## src/rtl/wb_pkg.sv

```systemverilog
// Shared constants and entry type for the register-file writeback queue.
package wb_pkg;

    localparam int unsigned WB_DEPTH = 4;
    localparam logic [4:0]  REG_ZERO = 5'd31;

    typedef struct packed {
        logic [4:0]  Reg;
        logic [63:0] Data;
    } wb_entry_t;

endpackage

```

## src/rtl/wbq_fifo.sv

```systemverilog
// Circular buffer with up to two pushes and one pop per cycle; exposes the
// per-slot valid bits and destination registers for hazard matching.
module wbq_fifo #(
    parameter int unsigned DEPTH  = 4,
    parameter int unsigned DATA_W = 64
) (
    input  logic                         clk,
    input  logic                         reset,
    input  logic                         i_push_a,
    input  logic [4:0]                   i_reg_a,
    input  logic [DATA_W-1:0]            i_data_a,
    input  logic                         i_push_b,
    input  logic [4:0]                   i_reg_b,
    input  logic [DATA_W-1:0]            i_data_b,
    input  logic                         i_pop,
    output logic [4:0]                   o_head_reg,
    output logic [DATA_W-1:0]            o_head_data,
    output logic [$clog2(DEPTH+1)-1:0]   o_count,
    output logic [DEPTH-1:0]             o_valid,
    output logic [DEPTH-1:0][4:0]        o_regs
);

    localparam int unsigned PW = $clog2(DEPTH);
    localparam int unsigned CW = $clog2(DEPTH+1);

    logic [PW-1:0]     r_wptr;
    logic [PW-1:0]     r_rptr;
    logic [CW-1:0]     r_count;
    logic [DEPTH-1:0]  r_valid;
    logic [4:0]        r_reg  [DEPTH];
    logic [DATA_W-1:0] r_data [DEPTH];
    logic [PW-1:0]     w_wptr1;

    assign w_wptr1 = r_wptr + PW'(1);

    // Slot b is only ever used together with slot a, so it always lands at wptr+1.
    always_ff @(posedge clk) begin
        if (reset) begin
            r_wptr  <= '0;
            r_rptr  <= '0;
            r_count <= '0;
            r_valid <= '0;
        end else begin
            if (i_pop) begin
                r_valid[r_rptr] <= 1'b0;
                r_rptr          <= r_rptr + PW'(1);
            end
            if (i_push_a) r_valid[r_wptr]  <= 1'b1;
            if (i_push_b) r_valid[w_wptr1] <= 1'b1;
            r_wptr  <= r_wptr + PW'(i_push_a) + PW'(i_push_b);
            r_count <= r_count + CW'(i_push_a) + CW'(i_push_b) - CW'(i_pop);
        end
    end

    always_ff @(posedge clk) begin
        if (i_push_a) begin
            r_reg[r_wptr]  <= i_reg_a;
            r_data[r_wptr] <= i_data_a;
        end
        if (i_push_b) begin
            r_reg[w_wptr1]  <= i_reg_b;
            r_data[w_wptr1] <= i_data_b;
        end
    end

    always_comb begin
        o_regs = '0;
        for (int unsigned i = 0; i < DEPTH; i++) begin
            o_regs[i] = r_reg[i];
        end
    end

    assign o_head_reg  = r_reg[r_rptr];
    assign o_head_data = r_data[r_rptr];
    assign o_count     = r_count;
    assign o_valid     = r_valid;

endmodule

```

## src/rtl/regfile_writeback_queue.sv

```systemverilog
// Register-file write initiator: merges ALU and load writebacks in order,
// drops writes to register 31, drains one entry per cycle, flags pending regs.
module regfile_writeback_queue
    import wb_pkg::*;
#(
    parameter int unsigned DEPTH  = WB_DEPTH,
    parameter int unsigned DATA_W = 64
) (
    input  logic                       clk,
    input  logic                       reset,
    input  logic                       MemValid,
    input  logic [4:0]                 MemReg,
    input  logic [DATA_W-1:0]          MemData,
    output logic                       MemReady,
    input  logic                       AluValid,
    input  logic [4:0]                 AluReg,
    input  logic [DATA_W-1:0]          AluData,
    output logic                       AluReady,
    input  logic                       WriteHold,
    output logic                       RegWrite,
    output logic [4:0]                 WriteRegister,
    output logic [DATA_W-1:0]          WriteData,
    input  logic [4:0]                 QueryReg1,
    input  logic [4:0]                 QueryReg2,
    output logic                       Pending1,
    output logic                       Pending2,
    output logic [$clog2(DEPTH+1)-1:0] Count
);

    localparam int unsigned CW = $clog2(DEPTH+1);

    logic                 w_mem_enq;
    logic                 w_alu_enq;
    logic                 w_push_a;
    logic [4:0]           w_reg_a;
    logic [DATA_W-1:0]    w_data_a;
    logic                 w_push_b;
    logic                 w_pop;
    logic                 w_nonempty;
    logic [4:0]           w_head_reg;
    logic [DATA_W-1:0]    w_head_data;
    logic [CW-1:0]        w_count;
    logic [DEPTH-1:0]     w_valid;
    logic [DEPTH-1:0][4:0] w_regs;
    logic                 w_hit1;
    logic                 w_hit2;

    // Ready looks only at the registered occupancy, never at this cycle's pop.
    assign MemReady = (w_count < CW'(DEPTH));
    assign AluReady = MemValid ? (w_count < CW'(DEPTH - 1)) : (w_count < CW'(DEPTH));

    assign w_mem_enq = MemValid && MemReady && (MemReg != REG_ZERO);
    assign w_alu_enq = AluValid && AluReady && (AluReg != REG_ZERO);

    // Compact surviving requests so the older load always takes the first slot.
    assign w_push_a = w_mem_enq || w_alu_enq;
    assign w_reg_a  = w_mem_enq ? MemReg  : AluReg;
    assign w_data_a = w_mem_enq ? MemData : AluData;
    assign w_push_b = w_mem_enq && w_alu_enq;

    assign w_nonempty = (w_count != '0) && !reset;
    assign w_pop      = w_nonempty && !WriteHold;

    wbq_fifo #(
        .DEPTH  (DEPTH),
        .DATA_W (DATA_W)
    ) u_fifo (
        .clk         (clk),
        .reset       (reset),
        .i_push_a    (w_push_a),
        .i_reg_a     (w_reg_a),
        .i_data_a    (w_data_a),
        .i_push_b    (w_push_b),
        .i_reg_b     (AluReg),
        .i_data_b    (AluData),
        .i_pop       (w_pop),
        .o_head_reg  (w_head_reg),
        .o_head_data (w_head_data),
        .o_count     (w_count),
        .o_valid     (w_valid),
        .o_regs      (w_regs)
    );

    always_comb begin
        w_hit1 = 1'b0;
        w_hit2 = 1'b0;
        for (int unsigned i = 0; i < DEPTH; i++) begin
            if (w_valid[i] && (w_regs[i] == QueryReg1)) w_hit1 = 1'b1;
            if (w_valid[i] && (w_regs[i] == QueryReg2)) w_hit2 = 1'b1;
        end
    end

    assign Pending1 = w_hit1 && (QueryReg1 != REG_ZERO) && !reset;
    assign Pending2 = w_hit2 && (QueryReg2 != REG_ZERO) && !reset;

    assign RegWrite      = w_pop;
    assign WriteRegister = w_nonempty ? w_head_reg  : '0;
    assign WriteData     = w_nonempty ? w_head_data : '0;
    assign Count         = w_count;

endmodule

```

## config.mk

```make
export PLATFORM = sky130hd
export DESIGN_NAME = regfile_writeback_queue
export DESIGN_NICKNAME = d
export VERILOG_FILES = /design/src/rtl/wb_pkg.sv /design/src/rtl/wbq_fifo.sv /design/src/rtl/regfile_writeback_queue.sv
export SDC_FILE = /design/constraint.sdc
export NUM_CORES = 1
export LEC_CHECK = 0
export ABC_AREA = 1
export CAP_MARGIN = 20
export CORE_MARGIN = 2
export CORE_UTILIZATION = 60
export CTS_CLUSTER_SIZE = 30
export DETAILED_ROUTE_END_ITERATION = 8
export PLACE_DENSITY = 0.93
export SETUP_SLACK_MARGIN = 0.5
export SLEW_MARGIN = 20
export SYNTH_ARGS = -nofsm -noshare
export SYNTH_HDL_FRONTEND = slang
export SYNTH_SLANG_ARGS = --single-unit
```

## constraint.sdc

```tcl
create_clock -name clk -period 6.4 [get_ports clk]
set_input_delay 0.96 -clock clk [delete_from_list [all_inputs] [get_ports clk]]
set_output_delay 0.96 -clock clk [all_outputs]
set_load 0.05 [all_outputs]
```

==> out/metrics.cfg <==
[global_routing]
grt_busiest_layer = met2
grt_pass1_vias = 14200
met1_usage_pct = 38.3
met3_usage_pct = 4.92
grt_max_degree = 112
grt_pass1_wl_mm = 70.0
antenna_found_initial = 0
grt_usage_pct = 31.3
overflow = 0
globalRouteMet2Util_pct = 54.3

[synth]
synth-seq-cells = 289
synthAdderAreaFrac_pct = 0.853
syn_avg_cell_area_um2 = 8.36
synth-compound-area-share_pct = 20.1
synth_top_area_share_pct = 52.3
yosys.area_share.simple_pct = 17.9
synth_cells = 1895
synth_xor_area_share_pct = 0.443
synth_top_family_by_area = compound AO/OA/AOI/OAI gates
yosysTopAreaCell = edfxtp_1
muxShareOfSynthArea_pct = 0
synth.area.top_cells = edfxtp_1, nand2_1, o21ai_1
yosys_warnings = 0
seq_area_frac_synth_pct = 54.0
syn_area_um2 = 15800
ys_types = 27
syn_nets = 2057

[finish]
final_nets = 2202
syn_to_final_growth_pct = 20.8
fillers = 1813
largest_reg_flops = 256
diodes = 0
stdcell_count = 2395
layout_common_cells = nand2_1, nor2_1, edfxtp_1, o21ai_1, o21ai_0
final_common_cell = nand2_1
final_util_pct = 73.6
drive_above_1_share_pct = 5.87

[worst_setup_path]
r2r_setup_slack_ns = 2.95
r2r-end = u_fifo.r_data[2][0]
start_kind = register
cpPeakStageDelay_ns = 1.03
crit_top_cell = a21oi_1
cp.arrival_ns = 4.36
cp-end-kind = output port
crit_chain = clkinv_2 > buf_4 > a21oi_1 > o21ai_0 > a21oi_1 > clkdlybuf4s50_1
crit_required_ns = 5.44
r2r_cells = 7
crit_slowest_cell = clkinv_2
crit_end = WriteRegister[1]
r2r-start = u_fifo.o_count[2]
crit_fanout = 82
crit_type = register to output port

[flow_run]
drv_cap = 0

[place]
io_buffers = 229
hpwlAfterDp_mm = 26.8
place_inst = 2344
globalplace.congestion = 0.968

[sta]
drv_slew = 0
final.period_utilization_pct = 83.2
skew_ns = 0.00867
timing_hold_violations_final = 0
whs_ns = 0.601
tightest_slew_ns = 1.13
relSlewSlack_pct = 24.7
setup_viol = 0
timing.fmax_mhz = 188
rsz0062_at_grt = no
fin_tns_setup_ns = 0
min_period_ns = 5.32

[cts]
hold_buffers = 0
cts_tree = built
cts_buffer_depth = 3
h-tree-depth = 1
cts_made_buffers = 28
clk_latency_ns = 0.54
clk_pin_slew_ns = 0.06
cts_sinks = 289
cts_root_buf = clkbuf_16
cts_resized = 0
post_cts_buffers = 0

[die]
die_y_um = 166
die_w_um = 166
start_util_pct = 60.9
die_area_um2 = 27700
rows = 59
coreArea_um2 = 26000
pin_count = 230

[pwr]
peakVddDrop_v = 0.000260
power_density_nw_per_um2 = 434
leakage_nw = 7.56
power_w = 0.00830

[detailed_routing]
wire_per_inst_um = 18.6
firstDrtPassIters = 6
vias_per_cell = 6.01
num_vias = 14400
wl_mm = 44.6
drcViolationCount = 0
postRouteAntennaNets = 0
first_iter_violations = 1709

[status]
status = complete, no violations

[worst_hold_path]
holdCritPathClass = register to register

## per-stage QoR
stage | area, µm² | worst slack [ns]
4_1_cts | 19100 | 1.19
3_3_place_gp | 18100 | 1.58
3_5_place_dp | 18100 | 1.42
6_report | 19100 | 1.08
2_1_floorplan | 15800 | 2.58
5_1_grt | 19100 | 0.859
## report_power, final
part	switching (W)	internal, W	total [W]
Sequential	0.000234	0.00292	0.00315
Combinational	0.00244	0.000975	0.00342
Clock	0.000709	0.00102	0.00173
Total	0.00339	0.00491	0.00830
## cell families after synthesis
kind of cell,after synthesis
compound gates,599
xor+xnor,8
fa+ha+maj,9
buf+inv,249
flops,289
simple gates,741
## cells in the mapped netlist (all sizes together)
cell type / count
o21ai: 517
nand2: 411
nor2: 307
edfxtp: 276
inv: 119
buf: 82
a21oi: 80
clkbuf: 47
nand3: 21
dfxtp: 13
xor2: 7
ha: 6
fa: 3
nand4: 2
clkinv: 1
o211ai: 1
o21bai: 1
xnor2: 1
## cell type report
cell class                      count  area (µm²)  share of cell area [%]
Clock inverter                     19         215                    1.13
Tap cell                          335         419                    2.19
Inverter                          120         452                    2.36
Clock buffer                       31         733                    3.83
Timing Repair Buffer              244        2430                    12.7
Sequential cell                   289        8550                    44.7
Multi-Input combinational cell   1357        6310                    33.0
## worst max-delay path: cells and delay by family (launching register included)
| family | cells | cell delay, ns |
|---|---|---|
| buffers and inverters | 3 | 2.47 |
| flip-flops | 1 | 0.82 |
| AO/OA/AOI/OAI | 3 | 0.50 |
## routing by layer
| metal | vias to the layer above | wire length, µm |
|---|---|---|
| met5 | - | 0 |
| met2 | 975 | 22200 |
| met4 | 0 | 1680 |
| met3 | 147 | 4630 |
| met1 | 6560 | 16200 |
| li1 | 6723 | - |
## how the worst min path moves through the flow
stage | end | startpoint | cells after the start | slack [ns]
after floorplan | register | u_fifo.r_rptr[1] | 2 | 0.53
after global placement | register | u_fifo.r_rptr[1] | 2 | 0.56
after detailed placement | u_fifo.r_wptr[1] | u_fifo.r_wptr[1] | 2 | 0.58
after CTS | register | u_fifo.r_rptr[1] | 2 | 0.61
after global routing | register | u_fifo.r_rptr[1] | 2 | 0.64
final | register | u_fifo.r_rptr[1] | 2 | 0.60
No activity file was read; power rests on OpenSTA's default activity.
